File: src/rtl/game_sequencer_if.sv
// Purpose: bundles the game sequencer's frame/ball/brick inputs and its
//          game-status outputs into one connection.
// Signals:
//   frame_pulse    one-cycle end-of-frame strobe
//   start_btn      synchronised start/launch button level
//   ball_y         current ball y position
//   brick_hit      one-cycle strobe per destroyed brick
//   bricks_cleared high when no bricks remain
//   do_move        ball motion enable (PLAY only)
//   ball_respawn   one-cycle ball reload strobe
//   lives          remaining lives
//   score          bricks destroyed this game (saturating)
//   game_state     encoded sequencer state
// Modports: master drives the inputs and observes the status,
//           slave is the sequencer itself.
interface game_sequencer_if;
  logic       frame_pulse;
  logic       start_btn;
  logic [8:0] ball_y;
  logic       brick_hit;
  logic       bricks_cleared;
  logic       do_move;
  logic       ball_respawn;
  logic [1:0] lives;
  logic [9:0] score;
  logic [2:0] game_state;

  modport master (
    output frame_pulse, start_btn, ball_y, brick_hit, bricks_cleared,
    input  do_move, ball_respawn, lives, score, game_state
  );

  modport slave (
    input  frame_pulse, start_btn, ball_y, brick_hit, bricks_cleared,
    output do_move, ball_respawn, lives, score, game_state
  );
endinterface

File: src/rtl/game_sequencer.sv
// Purpose: frame-paced game flow controller for a brick-breaker game:
//          IDLE -> SERVE -> PLAY -> MISS/WIN/GAME_OVER -> IDLE, with lives,
//          a saturating score and a ball respawn strobe.
// Ports:
//   clk    system clock, rising edge
//   nRst   asynchronous active-low reset
//   bus    game_sequencer_if.slave (inputs: frame_pulse, start_btn, ball_y,
//          brick_hit, bricks_cleared; outputs: do_move, ball_respawn, lives,
//          score, game_state)
module game_sequencer #(
  parameter int unsigned LIVES       = 3,
  parameter logic [8:0]  MISS_Y      = 9'd470,
  parameter int unsigned MISS_FRAMES = 60,
  parameter int unsigned END_FRAMES  = 180
) (
  input  logic            clk,
  input  logic            nRst,
  game_sequencer_if.slave bus
);

  localparam int unsigned CNT_MAX   = (MISS_FRAMES > END_FRAMES) ? MISS_FRAMES : END_FRAMES;
  localparam int unsigned CNT_W     = $clog2(CNT_MAX + 1);
  localparam int unsigned SCORE_W   = 10;
  localparam int unsigned LIVES_W   = 2;
  localparam logic [CNT_W-1:0]   MISS_LAST = CNT_W'(MISS_FRAMES - 1);
  localparam logic [CNT_W-1:0]   END_LAST  = CNT_W'(END_FRAMES - 1);
  localparam logic [CNT_W-1:0]   CNT_TOP   = CNT_W'(CNT_MAX);
  localparam logic [SCORE_W-1:0] SCORE_TOP = '1;

  typedef enum logic [2:0] {
    S_IDLE  = 3'd0,
    S_SERVE = 3'd1,
    S_PLAY  = 3'd2,
    S_MISS  = 3'd3,
    S_OVER  = 3'd4,
    S_WIN   = 3'd5
  } state_t;

  state_t               state_q, state_d;
  logic [LIVES_W-1:0]   lives_q, lives_d;
  logic [SCORE_W-1:0]   score_q, score_d;
  logic [CNT_W-1:0]     cnt_q, cnt_d;
  logic                 start_req_q, start_req_d;
  logic                 start_prev_q;
  logic                 respawn_q, respawn_d;
  logic                 do_move_q, do_move_d;
  logic                 start_rise;

  assign start_rise = bus.start_btn & ~start_prev_q;

  // Next-state, counters and strobes.
  always_comb begin
    state_d     = state_q;
    lives_d     = lives_q;
    score_d     = score_q;
    cnt_d       = cnt_q;
    respawn_d   = 1'b0;
    // A request is consumed by each frame; a rise on the frame cycle itself
    // is carried into the next frame.
    start_req_d = bus.frame_pulse ? start_rise : (start_req_q | start_rise);

    if (state_q == S_PLAY && bus.brick_hit && score_q != SCORE_TOP) begin
      score_d = score_q + SCORE_W'(1);
    end

    case (state_q)
      S_IDLE: begin
        if (bus.frame_pulse && start_req_q) begin
          state_d   = S_SERVE;
          lives_d   = LIVES_W'(LIVES);
          score_d   = '0;
          respawn_d = 1'b1;
        end
      end
      S_SERVE: begin
        if (bus.frame_pulse && start_req_q) begin
          state_d = S_PLAY;
        end
      end
      S_PLAY: begin
        // Clearing the field wins over a simultaneous miss.
        if (bus.frame_pulse) begin
          if (bus.bricks_cleared) begin
            state_d = S_WIN;
          end else if (bus.ball_y >= MISS_Y) begin
            state_d = S_MISS;
            if (lives_q != '0) begin
              lives_d = lives_q - LIVES_W'(1);
            end
          end
        end
      end
      S_MISS: begin
        if (bus.frame_pulse && cnt_q == MISS_LAST) begin
          if (lives_q == '0) begin
            state_d = S_OVER;
          end else begin
            state_d   = S_SERVE;
            respawn_d = 1'b1;
          end
        end
      end
      S_OVER, S_WIN: begin
        if (bus.frame_pulse && cnt_q == END_LAST) begin
          state_d = S_IDLE;
        end
      end
      default: begin
        // Illegal encoding: recover without waiting for a frame.
        state_d = S_IDLE;
      end
    endcase

    // Frame counter restarts on every state change; saturates while parked.
    if (state_d != state_q) begin
      cnt_d = '0;
    end else if (bus.frame_pulse && cnt_q != CNT_TOP) begin
      cnt_d = cnt_q + CNT_W'(1);
    end

    do_move_d = (state_d == S_PLAY);
  end

  // State and registered outputs.
  always_ff @(posedge clk or negedge nRst) begin
    if (!nRst) begin
      state_q      <= S_IDLE;
      lives_q      <= '0;
      score_q      <= '0;
      cnt_q        <= '0;
      start_req_q  <= 1'b0;
      start_prev_q <= 1'b0;
      respawn_q    <= 1'b0;
      do_move_q    <= 1'b0;
    end else begin
      state_q      <= state_d;
      lives_q      <= lives_d;
      score_q      <= score_d;
      cnt_q        <= cnt_d;
      start_req_q  <= start_req_d;
      start_prev_q <= bus.start_btn;
      respawn_q    <= respawn_d;
      do_move_q    <= do_move_d;
    end
  end

  assign bus.game_state   = state_q;
  assign bus.lives        = lives_q;
  assign bus.score        = score_q;
  assign bus.do_move      = do_move_q;
  assign bus.ball_respawn = respawn_q;

endmodule
File: src/flat_wrapper.sv
// flat-port wrapper written by rule: the top's interface ports become plain ports
module game_sequencer_flat 
#(
  parameter int unsigned LIVES       = 3,
  parameter logic [8:0]  MISS_Y      = 9'd470,
  parameter int unsigned MISS_FRAMES = 60,
  parameter int unsigned END_FRAMES  = 180
)
  (clk, nRst, bus_frame_pulse, bus_start_btn, bus_ball_y, bus_brick_hit, bus_bricks_cleared, bus_do_move, bus_ball_respawn, bus_lives, bus_score, bus_game_state);
  game_sequencer_if bus_i ();
  input  logic clk;
  input  logic nRst;
  input wire logic [$bits(bus_i.frame_pulse)-1:0] bus_frame_pulse;
  input wire logic [$bits(bus_i.start_btn)-1:0] bus_start_btn;
  input wire logic [$bits(bus_i.ball_y)-1:0] bus_ball_y;
  input wire logic [$bits(bus_i.brick_hit)-1:0] bus_brick_hit;
  input wire logic [$bits(bus_i.bricks_cleared)-1:0] bus_bricks_cleared;
  output wire logic [$bits(bus_i.do_move)-1:0] bus_do_move;
  output wire logic [$bits(bus_i.ball_respawn)-1:0] bus_ball_respawn;
  output wire logic [$bits(bus_i.lives)-1:0] bus_lives;
  output wire logic [$bits(bus_i.score)-1:0] bus_score;
  output wire logic [$bits(bus_i.game_state)-1:0] bus_game_state;
  assign bus_i.frame_pulse = bus_frame_pulse;
  assign bus_i.start_btn = bus_start_btn;
  assign bus_i.ball_y = bus_ball_y;
  assign bus_i.brick_hit = bus_brick_hit;
  assign bus_i.bricks_cleared = bus_bricks_cleared;
  assign bus_do_move = bus_i.do_move;
  assign bus_ball_respawn = bus_i.ball_respawn;
  assign bus_lives = bus_i.lives;
  assign bus_score = bus_i.score;
  assign bus_game_state = bus_i.game_state;
  game_sequencer #(.LIVES(LIVES), .MISS_Y(MISS_Y), .MISS_FRAMES(MISS_FRAMES), .END_FRAMES(END_FRAMES)) u_core (.clk(clk), .nRst(nRst), .bus(bus_i));
endmodule
File: config.mk
export PLATFORM = sky130hd
export DESIGN_NAME = game_sequencer_flat
export DESIGN_NICKNAME = d
export VERILOG_FILES = /design/src/rtl/game_sequencer_if.sv /design/src/rtl/game_sequencer.sv /design/src/flat_wrapper.sv
export SDC_FILE = /design/constraint.sdc
export NUM_CORES = 1
export LEC_CHECK = 0
export BUFFER_PORTS_ARGS = -buffer_cell sky130_fd_sc_hd__buf_2
export CAP_MARGIN = 20
export CORE_MARGIN = 2
export CORE_UTILIZATION = 30
export DETAILED_ROUTE_END_ITERATION = 8
export MAX_ROUTING_LAYER = met4
export PLACE_DENSITY = 0.58
export SLEW_MARGIN = 0
export SYNTH_ARGS = -nofsm -noshare
export SYNTH_HDL_FRONTEND = slang
export SYNTH_SLANG_ARGS = --single-unit
File: constraint.sdc
create_clock -name clk -period 4.35 [get_ports clk]
set_input_delay 0 -clock clk [delete_from_list [all_inputs] [get_ports clk]]
set_output_delay 0 -clock clk [all_outputs]
set_load 0.02 [all_outputs]
=== After elaboration in Yosys (flattened, before gate mapping) ===
Cells that the tools add are included.

* Add/sub/neg operators: 3
* Magnitude comparators: 1
* Equal/unequal tests: 16
* Muxes and demuxes: 25
* Bitwise operators: 3
* Reductions and logical operators: 13

{| class="wikitable"
|+ Operators by type and width
! kind !! number
|-
| 10-bit two-way mux || 3
|-
| 3-bit two-way mux || 8
|-
| 8-bit two-way mux || 2
|-
| 3-bit one-hot mux with 5 select lines || 1
|-
| 10-bit by 1-bit adder with 10-bit output, second input constant || 1
|-
| 2-bit two-way mux || 5
|-
| 10-bit inequality test, second input constant || 1
|-
| 3-bit by 2-bit == test with 1-bit output, second input constant || 3
|-
| 9-bit greater-or-equal comparator, second input constant || 1
|-
| 8-bit by 1-bit adder with 8-bit output, second input constant || 1
|-
| 8-bit by 6-bit == test with 1-bit output, second input constant || 1
|-
| 8-bit == test, second input constant || 1
|-
| 2-bit inequality test, second input constant || 4
|-
| 8-bit inequality test, second input constant || 1
|-
| 3-bit == test, second input constant || 2
|-
| 1-bit logical AND || 6
|-
| 6-bit AND reduction || 1
|-
| 2-bit nonzero test || 3
|-
| 1-bit two-way mux || 4
|-
| 2-bit one-hot mux with 2 select lines || 1
|-
| 3-bit by 1-bit == test with 1-bit output, second input constant || 1
|-
| 3-bit logical NOT || 1
|-
| 3-bit inequality test || 1
|-
| 2-bit logical NOT || 1
|-
| other kinds (7) || 7
|}

* Register bits: 27
* Output and inout bits: 17
* Logic and storage cells: 69

=== Logic depth before layout (Yosys ltp) ===
Gate-level depths: netlist (run 1).

* Word-level depth: 7
* Mapped depth: 6
* Depth with buffers taken out: 6

=== Worst setup path before layout (run 1) ===
No wires, ideal clock.

* Kind: reg-to-reg
* Start: reg u_core.state_q[0] (netlist: u_core.bus.game_state[0])
* End: reg u_core.score_q[9] (netlist: u_core.bus.score[9])
* Data arrival time: 1.742 ns
* Data required time: 4.277 ns
* Slack: 2.535 ns
* Stages on the path, launching flop included: 6
* Buffers on the path: 1
* Cell sequence: dfrtp_1 buf_6 and4bb_4 nand4_4 or4_4 a21oi_2

* Cells in the longest elaborated chain, start to end: 6
* Elaborated cells between the ends (all ways): 7
* Classes of those cells: eq/ne (1); mux (3); reduce/logical (3)

{| class="wikitable"
|+ Ends and longest elaborated chain
! element !! RTL line !! source
|-
| from (decl) || game_sequencer.sv:39 || <nowiki>state_t state_q, state_d;</nowiki>
|-
| from (signal assigned) || game_sequencer.sv:136 || <nowiki>state_q <= state_d;</nowiki>
|-
| 3-bit by 2-bit == test with 1-bit output || game_sequencer.sv:62 || <nowiki>if (state_q == S_PLAY && bus.brick_hit && score_q != SCORE_TOP) begin</nowiki>
|-
| 1-bit logical AND (2 in a row) || game_sequencer.sv:62 ||
|-
| 10-bit two-way mux || game_sequencer.sv:62 ||
|-
| 10-bit two-way mux || game_sequencer.sv:68 || <nowiki>if (bus.frame_pulse && start_req_q) begin</nowiki>
|-
| 10-bit two-way mux (*) || game_sequencer.sv:66 || <nowiki>case (state_q)</nowiki>
|-
| via u_core.score_d[9] || game_sequencer.sv:41 || <nowiki>logic [SCORE_W-1:0] score_q, score_d;</nowiki>
|-
| to (signal assigned) || game_sequencer.sv:138 || <nowiki>score_q <= score_d;</nowiki>
|-
| to (decl) || game_sequencer.sv:41 ||
|}

The timed path passes the listed nets; every way through them passes the cells marked *.
A chain may end at the register's enable or synchronous reset.

=== Final worst setup path (run 1) ===
* Start: reg u_core.cnt_q[0]
* End: reg u_core.cnt_q[0]

* Cells in the longest elaborated chain, start to end: 6
* Elaborated cells between the ends (all ways): 14
* Classes of those cells: add/sub (1); eq/ne (4); mux (5); reduce/logical (4)

{| class="wikitable"
|+ Ends and longest elaborated chain
! element !! RTL line !! source
|-
| from (decl) || game_sequencer.sv:42 || <nowiki>logic [CNT_W-1:0] cnt_q, cnt_d;</nowiki>
|-
| from (signal assigned) || game_sequencer.sv:139 || <nowiki>cnt_q <= cnt_d;</nowiki>
|-
| 8-bit == test or 8-bit by 6-bit == test with 1-bit output (tied branches) || game_sequencer.sv:104, game_sequencer.sv:94 ||
|-
| 1-bit logical AND (on tied branches) || game_sequencer.sv:104, game_sequencer.sv:94 ||
|-
| 3-bit two-way mux (on tied branches) || game_sequencer.sv:104, game_sequencer.sv:94 ||
|-
| 3-bit one-hot mux with 5 select lines || game_sequencer.sv:66 ||
|-
| 3-bit inequality test || game_sequencer.sv:115 || <nowiki>if (state_d != state_q) begin</nowiki>
|-
| 8-bit two-way mux or 2-bit nonzero test (tied branches) || - ||
|}

Several ways; a longest one is shown, not always the timed one. The select of a mux whose other input is x is not followed.

==> results of run 1 <==
## registers in the layout (all words and copies together), names as in the netlist
register                 flops
u_core.bus.score            10
u_core.cnt_q                 8
u_core.bus.game_state        3
u_core.bus.lives             2
u_core.bus.ball_respawn      1
u_core.bus.do_move           1
u_core.start_prev_q          1
u_core.start_req_q           1
## critical path, delay by kind of cell (launching register included)
family	cells	cell delay (ns)
adder cells (fa/ha/maj)	1	0.30
AND/OR/NAND/NOR	3	0.50
AO/OA/AOI/OAI	1	0.60
flip-flops	1	0.46
## routing by layer
metal	track usage	share of wire	routed length, um
met2	0.2147	0.47	1735
met5	-	0	0
met4	0.007143	0.0016	6
met1	0.1729	0.49	1786
met3	0.02558	0.036	131
## cell type report
type,instances,area share
multi-input cells,124,0.4646
flip-flops and latches,27,0.3574
well taps,70,0.04633
clock buffers,4,0.02383
repair buffers,32,0.09001
inverters,9,0.01787
## logic make-up (layout without fill, tap and decap cells)
logic type	after synthesis	count (layout)	synth area share
adders and majority gates	4	4	0.03079
xor gates and xnor gates	6	6	0.03233
muxes	4	4	0.02464
DFF	27	27	0.4157
AOI/OAI and AO/OA	38	38	0.1632
buffers and inverters	15	45	0.04387
and+or+nand+nor	72	72	0.2895
## power breakdown
group	total (mW)	internal, mW	switching [mW]
logic	0.135	0.0690	0.0664
clock network	0.146	0.0657	0.0806
registers	0.351	0.286	0.0653
## metrics by stage
stage	area (um^2)	setup slack [ns]	std cells
after CTS	1891	2.335	266
after global placement	1826	2.355	260
after detailed placement	1826	2.351	260
after global routing	1891	2.181	266
after floorplan	1625	2.535	166
final	1891	2.342	266
## what timing repair did
| item | CTS | global route |
|---|---|---|
| gates resized for setup | 0 | 0 |
| endpoints found under the hold margin | 29 | 0 |
| hold buffers | 2 | 0 |
## worst max path at each step
stage,from,end,slack (ns),cells after the start
3_3_place_gp,u_core.bus.game_state[0],u_core.cnt_q[0],2.36,3
3_5_place_dp,u_core.cnt_q[0],u_core.cnt_q[3],2.35,5
5_1_grt,u_core.cnt_q[0],u_core.cnt_q[3],2.18,5
2_1_floorplan,u_core.bus.game_state[0],u_core.bus.score[9],2.54,5
6_report,u_core.cnt_q[0],u_core.cnt_q[0],2.34,5
4_1_cts,u_core.cnt_q[0],u_core.cnt_q[0],2.33,5
## cells in the final DEF, fill, tap and decap left out, drive strengths merged, types with 6 or more instances in the layout
cell,netlist,layout
a21oi,9,9
buf,2,30
dfrtp,27,27
inv,9,9
nand2,10,10
nand3,11,11
nand4,6,6
nor3,8,8
nor4,9,9
==> results.md, run 1 <==
* Status: complete, no violations
* Rows at 26
* Hold Path Origin: bus_ball_y[7]
* Sequential cell area at 675.6 um^2
* Critical Path RT at 4.47 ns
* Synth cell types at 49
* Total of max-cap violations at 0
* CP Capture Type: flip-flop
* Die area at 6023 um^2
* Grt ovf at 0
* Worst hold slack at 0.1144 ns
* Worst Tran Pin Value at around 0.96 ns
* Synthesized net count at 185
* Hold WC Path Type: in2reg
* Seq/Total Area, Yosys at 0.4157
* Routed vias/inst at 5.353
* Drt wl/cell at 13.76 um
* Worst path slowest cell: a32oi_1
* Peak VDD IR at between 0.2 and 0.25 mV
* PnR Total Power at between 600 and 700 uW
* DR pass1 iterations at 4
* Critical path cell sequence: ha_1 -> and4_1 -> nand3_1 -> a32oi_1 -> nor4_1
* Synth top area cells: dfrtp_1, nand3_1, ha_1
* Fin. Hold Viols at 0
* Largest net degree at the start of global routing at 28
* Port bufs at 30
* Max Buffers Root-to-Sink at 2
* Clock Skews at between 0.005 and 0.006 ns
* Initial antenna violation count at 0
* Pleak at between 0.8 and 0.9 nW
* Starting Density at 0.3142
* Gr usage total at 0.1295
* CTS tree: built
* Reg2reg setup slack at 2.34 ns
* Fmax at ~500 MHz
* Worst r2r path cells at 5
* Post-route DRC at 0
* DRT antenna net count at 0
* H-tree lvl count at 1
* Slew HR at 0.3546
* Post-synth EDFFs at 0
* Nets at ~220
* Most common cell in the netlist: dfrtp_1
* Final period util at 0.4616
* TritonCTS Sinks at 27
* Post-route setup TNS at 0 ns
* Die Height at roughly 78 um
* Area growth syn-to-layout at 16.32%
* Yosys top cell area share at 0.4157
* Largest fanout on the critical path at 8
* Core region area at 5172 um^2
* Critical path class: reg2reg
* First-pass GRT wire length at ~6.3 mm
* Worst-Skew Late Latency at 0.27 ns
* Worst hold endpoint: u_core.bus.lives[1]
* RSZ-0062 raised after global routing: false
* Commonest cells in the netlist: dfrtp_1, nand3_1, nand2_1, inv_1
* Synth area leader: dfrtp_1
* Slew Limit Fails at 0
* Routed WL at 3.659 mm
* Root Buffer: clkbuf_8
* Avg Cell Area, Syn at 9.791 um^2
* Top FF cell, synth: dfrtp_1
* Synth Register Bits at 27
* Fillers at around 530
* Min Tclk post-route at about 2.0 ns
* Die width at a little under 80 um
* Max incr delay on CP at 0.60 ns
* Core Util, Final at 0.3655
* Syn Inst Count at 166
* R2R Path End: u_core.cnt_q[0]
* Diodes inserted at 0
* PD cells at approximately 330 nW/um^2
* # setup viols final at 0
* DRT iter0 DRCs at 31
* Critical Path AT at 2.13 ns
* Yosys warning count at 0
* RR Startpoint: u_core.cnt_q[0]
* Reg clk slew, reported paths at approximately 0.1 ns
* Async set-reset flop share out of synthesis at 1.000
* DR vias at 1424
* Layout cells sized above 1 at 0.2398
* Placer Congestion at between 0.8 and 0.9
* Worst Hold Depth at 4
* Hpwl dp at 2.671 mm
* Post-Syn Area at 1625 um^2
* Post-CTS setup buffers at 0
* Multi-input gate area at 878.3 um^2
* Number of global-route vias before repair at 1347
* CTS buffer count at 3
* I/O pin count at 32
* CP Launch Type: flip-flop
Note: power is estimated with default switching activity, not from simulation.
==> run 2: changes to the inputs <==
- ABC_AREA: not set -> 1
- clock period: 4.35 -> 1.96 ns (I/O delays scaled with it)
==> results.md, run 2 <==
* Global-route met1 utilization at 0.1435 (-0.02942)
* Number of global-route vias before repair at 1294 (-3.9%)
* Commonest non-fill, non-tap cell in the layout: nand2_1
* Port bufs at 30 (unchanged)
* Sequential cell area at 675.6 um^2 (unchanged)
* M2 GR Usage at 0.1957 (-0.01897)
* # setup viols final at 0 (unchanged)
* Place WS at 0.2384 ns (-2.113 ns)
* Post-Syn Area at 1652 um^2 (+1.6%)
* Routed WL at 3.253 mm (-11%)
* Worst hold slack at 0.1181 ns (+0.003650 ns)
* Die area at 6114 um^2 (+1.5%)
* Setup crit end: u_core.bus.score[6]
* Worst Tran Pin Value at 0.5993 ns (-0.3608 ns)
* RR Startpoint: u_core.bus.score[0]
* Min Tclk post-route at 1.723 ns (-0.2853 ns)
* Worst-Skew Late Latency at 0.27 ns (about the same)
* Drt wl/cell at 10.07 um (-27%)
* Fmax at 580.4 MHz (+17%)
* Flip-flop count of the largest register after layout at 10 (unchanged)
* Worst r2r path cells at 9 (+4)
* Diodes inserted at 0 (unchanged)
* Synth Register Bits at 27 (unchanged)
* Total of max-cap violations at 0 (unchanged)
* CTS buffer count at 3 (unchanged)
* Post-CTS sizing at 0 (unchanged)
* Slew HR at 0.6005 (+0.2459)
* CTS tree: built
* Synth cell types at 27 (-45%)
* Critical path class: reg2reg
* Root Buffer: clkbuf_8
* Reg2reg setup slack at 0.24 ns (-2.10 ns)
* Fin. Hold Viols at 0 (unchanged)
* Critical Path AT at 1.89 ns (-0.24 ns)
* M3 GR Usage at 0.02759 (+0.002005)
* PD cells at 1203 nW/um^2 (+260%)
* Status: complete, no violations
* Layout cells sized above 1 at 0.2590 (+0.01917)
* Yosys top cell area share at 0.4091 (-0.006613)
* Yosys warning count at 0 (unchanged)
* Nets at 271 (+25%)
* Most common cell in the netlist: nand2_1
* I/O pin count at 32 (unchanged)
* Core Util, Final at 0.3606 (-0.004858)
* Hold WC Path Type: in2reg
* Fillers at 574 (+7.9%)
* Area growth syn-to-layout at 18.03%
* RSZ-0062 raised after global routing: false
* Core region area at 5405 um^2 (+4.5%)
* DR pass1 iterations at 4 (unchanged)
* H-tree lvl count at 1 (unchanged)
* Slew Limit Fails at 0 (unchanged)
* Placer Congestion at 0.8145 (+1.1%)
* Routed vias/inst at 4.384 (-18%)
* Multi-input gate area at 837.1 um^2 (-4.7%)
* Reg clk slew, reported paths at 0.09 ns (about the same)
* Initial antenna violation count at 0 (unchanged)
* Post-route DRC at 0 (unchanged)
* CP Capture Type: flip-flop
* Seq/Total Area, Yosys at 0.4091 (-0.006613)
* Largest fanout on the critical path at 15 (+7)
* Grt ovf at 0 (unchanged)
* DRT iter0 DRCs at 39 (+26%)
* Clock Skews at 0.001880 ns (-0.003758 ns)
* Synth area leader: dfrtp_1
* Commonest cells in the netlist: nand2_1, dfrtp_1, inv_1, nor2_1, nand3_1
* Top FF cell, synth: dfrtp_1
* Die Height at 78.20 um (+0.76%)
* Post-route setup TNS at 0 ns (unchanged)
* Peak VDD IR at 0.8484 mV (+250%)
* Most Used Layer, Global Route: met2
* Starting Density at 0.3056 (-0.008668)
* Pleak at 0.9590 nW (+18%)
* Avg Cell Area, Syn at 7.646 um^2 (-22%)
* Critical Path RT at 2.12 ns (-2.35 ns)
* Die width at 78.20 um (+0.76%)
* Async set-reset flop share out of synthesis at 1.000 (unchanged)
* TritonCTS Sinks at 27 (unchanged)
* Synthesized net count at 235 (+27%)
* Max Buffers Root-to-Sink at 2 (unchanged)
* DR vias at 1416 (-0.56%)
* Synth top area cells: dfrtp_1, nand2_1, inv_1
* Post-synth EDFFs at 0 (unchanged)
* Gr usage total at 0.1154 (-0.01416)
* Hpwl dp at 2.563 mm (-4.0%)
* Largest net degree at the start of global routing at 28 (unchanged)
* Final setup margin at 0.2371 ns (-2.105 ns)
* DRT antenna net count at 0 (unchanged)
* Highest-count cells in the layout ignoring fill and taps: nand2_1, buf_2, inv_1, nor2_1, dfrtp_1
* Syn Inst Count at 216 (+30%)
* First-pass GRT wire length at 5.609 mm (-11%)
* CP Launch Type: flip-flop
* Final period util at 0.8790 (+0.4174)
* R2R Path End: u_core.bus.score[6]
* Rows at 27 (+3.8%)
* Worst Setup SP: u_core.bus.score[0]
## run 2: routing by layer
metal  vias up  wire [um]
li1        747          -
met1       640       1527
met2        25       1569
met3         4        123
met4         0         33
met5         -          0
## run 2: report_power, final
group	switching [mW]	internal, mW	leakage (nW)
Combinational	0.719	0.385	0.584
Clock	0.179	0.144	0.0217
Sequential	0.201	0.716	0.353
Total	1.10	1.25	0.959
## run 2: per-stage QoR
stage,power (mW),instance area [um^2],std cells
floorplan,1.720,1652,216
global placement,2.031,1881,317
detailed placement,2.047,1881,317
CTS,2.383,1949,323
global route,2.549,1949,323
finish,2.345,1949,323
## run 2: critical path, stage by stage (launching register included)
cell and delay, ns:
dfrtp_1 0.47, ha_1 0.25, nand3_1 0.09, nor2_1 0.18
nand2_1 0.09, nand2_2 0.10, inv_2 0.12, nand2_1 0.11
xor2_1 0.16, nor2_1 0.05
## run 2: layout make-up
| class | count | share of cell area |
|---|---|---|
| repair buffers | 33 | 0.09114 |
| well taps | 72 | 0.04621 |
| clock inverters | 1 | 0.003851 |
| flip-flops and latches | 27 | 0.3466 |
| inverters | 32 | 0.06162 |
| multi-input cells | 155 | 0.4294 |
| clock buffers | 3 | 0.02118 |
## run 2: timing repair
item,4_1_cts,5_1_grt
endpoints found under the hold margin,29,0
buffers inserted,0,0
hold buffers,2,0
## run 2: how the worst min path moves through the flow
stage                             from                       end  slack, ns  depth (start not counted)
floorplan                         nRst   u_core.bus.ball_respawn      -0.30                          0
detailed placement                nRst       u_core.bus.score[4]       0.05                          1
CTS                 bus_bricks_cleared  u_core.bus.game_state[2]       0.11                          5
global placement                  nRst       u_core.bus.score[8]       0.06                          1
finish              bus_bricks_cleared  u_core.bus.game_state[2]       0.12                          5
global route        bus_bricks_cleared  u_core.bus.game_state[2]       0.12                          5
## run 2: cells by family (layout without fill, tap and decap cells)
family / Yosys count / after routing / share of synthesized area
AO/OA/AOI/OAI: 20 / 20 / 0.08106
XOR/XNOR: 11 / 11 / 0.05834
adder cells (fa/ha/maj): 4 / 4 / 0.03030
buffers and inverters: 34 / 69 / 0.08409
flip-flops: 27 / 27 / 0.4091
AND/OR/NAND/NOR: 120 / 120 / 0.3371
==> run 3: changes to the inputs <==
- clock period: 1.96 -> 1.6 ns (I/O delays scaled with it)
==> results.md, run 3 (synthesis results as in run 2) <==
* Commonest non-fill, non-tap cell in the layout: nand2_1
* Highest-count cells in the layout ignoring fill and taps: nand2_1, buf_2, inv_1, nor2_1, dfrtp_1
* Placer Congestion at 0.7840 (-3.7%)
* Worst Tran Pin Value at 0.6268 ns (+0.02747 ns)
* Largest net degree at the start of global routing at 28 (unchanged)
* Nets at 288 (+6.3%)
* Area growth syn-to-layout at 31.67%
* Total of max-cap violations at 0 (unchanged)
* PD cells at 1498 nW/um^2 (+25%)
* H-tree lvl count at 1 (unchanged)
* Place WS at -0.0004247 ns (-0.2388 ns)
* Worst r2r path cells at 8 (-1)
* Die area at 6114 um^2 (unchanged)
* Hold WC Path Type: in2reg
* Pleak at 1.058 nW (+10%)
* Worst Hold Depth at 4 (-1)
* Critical path cell sequence: buf_4 -> inv_1 -> ha_1 -> nand4_1 -> nand2_2 -> nor2_1 -> xnor2_1 -> nor2_4
* DR vias at 1512 (+6.8%)
* First-pass GRT wire length at 6.265 mm (+12%)
* Die Height at 78.20 um (unchanged)
* Rows at 27 (unchanged)
* TritonCTS Sinks at 27 (unchanged)
* Status: complete, but fails checks
* Worst Path Buf+Inv at 2 (+1)
* Clock Skews at 0.005767 ns (+0.003888 ns)
* Initial antenna violation count at 0 (unchanged)
* Post-route DRC at 0 (unchanged)
* Final period util at 1.004 (+0.1249)
* Critical path class: reg2reg
* Slew Limit Fails at 0 (unchanged)
* Hold Path Origin: bus_frame_pulse
* Worst hold endpoint: u_core.start_req_q
* Gr usage total at 0.1308 (+0.01542)
* Largest fanout on the critical path at 6 (-9)
* DRT iter0 DRCs at 40 (+2.6%)
* Crit path depth at 8 (-1)
* DR pass1 iterations at 4 (unchanged)
* Metal-1 WL at 1.607 mm (+5.2%)
* Reg clk slew, reported paths at 0.10 ns (about the same)
* Slew HR at 0.5822 (-0.01831)
* Critical Path RT at 1.77 ns (-0.35 ns)
* CTS tree: built
* CP delay by family, top: simple AND/OR/NAND/NOR gates
* Max incr delay on CP at 0.42 ns (-0.05 ns)
* R2R Path End: u_core.cnt_q[7]
* Root Buffer: clkbuf_8
* Number of global-route vias before repair at 1484 (+15%)
* Drt wl/cell at 11.00 um (+9.3%)
* Routed vias/inst at 4.447 (+1.4%)
* Met3 WL at 123 um (unchanged)
* Diodes inserted at 0 (unchanged)
* Hpwl dp at 2.693 mm (+5.1%)
* Fin. Hold Viols at 0 (unchanged)
* # setup viols final at 1 (+1)
* Layout cells sized above 1 at 0.3582 (+0.09924)
* Fin cells at 340 (+5.3%)
* Top routing layer used: met4
* Routed WL at 3.741 mm (+15%)
* RR Startpoint: u_core.cnt_q[0]
* Min Tclk post-route at 1.606 ns (-0.1166 ns)
* Fmax at 622.6 MHz (+7.3%)
* Max Buffers Root-to-Sink at 2 (unchanged)
* Placed Cells at 326 (+2.8%)
* Core Util, Final at 0.4023 (+0.04167)
* Worst path slowest cell: dfrtp_1
* CP Launch Type: flip-flop
* Failing checks: setup timing
* Met2 wire length at 1.906 mm (+21%)
* CP Capture Type: flip-flop
* Core region area at 5405 um^2 (unchanged)
* Final setup margin at -0.006283 ns (-0.2434 ns)
* I/O pin count at 32 (unchanged)
* Critical Path AT at 1.78 ns (-0.11 ns)
* Die width at 78.20 um (unchanged)
* RSZ-0062 raised after global routing: true
* Worst-Skew Late Latency at 0.28 ns (about the same)
* DRT antenna net count at 0 (unchanged)
* Flip-flop count of the largest register after layout at 10 (unchanged)
* Port bufs at 30 (unchanged)
* CTS buffer count at 3 (unchanged)
* Worst hold slack at 0.1168 ns (-0.001264 ns)
* Grt ovf at 0 (unchanged)
* Reg2reg setup slack at -0.006 ns (-0.24 ns)
* Peak VDD IR at 0.8517 mV (+0.40%)
* Starting Density at 0.3056 (unchanged)
[run 3: cell count changes in the layout (fill, tap and decap cells not counted), sizes merged]
cell / previous run / this run
clkinv: 1 / 2
buf: 31 / 48
clkinvlp: 1 / 0
[run 3: how the worst max path moves through the flow]
stage / start / end
after floorplan: u_core.bus.score[0] / u_core.bus.score[7]
after global placement: u_core.cnt_q[0] / u_core.cnt_q[1]
after detailed placement: u_core.cnt_q[0] / u_core.cnt_q[4]
after CTS: u_core.cnt_q[0] / u_core.cnt_q[3]
after global routing: u_core.cnt_q[0] / u_core.cnt_q[7]
final: u_core.cnt_q[0] / u_core.cnt_q[7]
[run 3: metrics by stage]
step / total power, mW / area [um^2] / TNS [ns]
finish: 3.257 / 2175 / -0.006283
global route: 3.537 / 2175 / -0.6261
CTS: 3.062 / 2024 / 0
detailed placement: 2.628 / 1951 / -0.0004247
global placement: 2.603 / 1951 / 0
floorplan: 2.112 / 1654 / 0
[run 3: power breakdown]
group          leakage, nW  internal (mW)  switching, mW
combinational        0.684          0.682           1.08
sequential           0.349          0.884          0.201
clock               0.0255          0.175          0.231
[run 3: area by class of cell]
cell class,instances,area [um^2]
Multi-Input combinational cell,155,924.6
Sequential cell,27,679.4
Timing Repair Buffer,50,309.0
Fill cell,575,3231
Tap cell,72,90.09
Clock inverter,1,5.005
Clock buffer,3,41.29
Inverter,32,125.1
[run 3: tightest hold or removal path, delay by kind of cell]
family                 cells  cell delay, ns
AO/OA/AOI/OAI              1            0.06
buffers and inverters      2            0.25
AND/OR/NAND/NOR            1            0.05
[run 3: metal layers]
metal	global-route usage	vias to the layer above
met1	0.1423	698
met3	0.02874	8
met5	-	-
met2	0.2362	24
li1	-	782
met4	0.04386	0
[run 3: what timing repair did]
item	4_1_cts	5_1_grt
resized for setup	0	27
buffers inserted	1	7
pin swaps	1	12
hold endpoints to repair	29	0
hold buffers	2	0
setup endpoints to repair	8	15
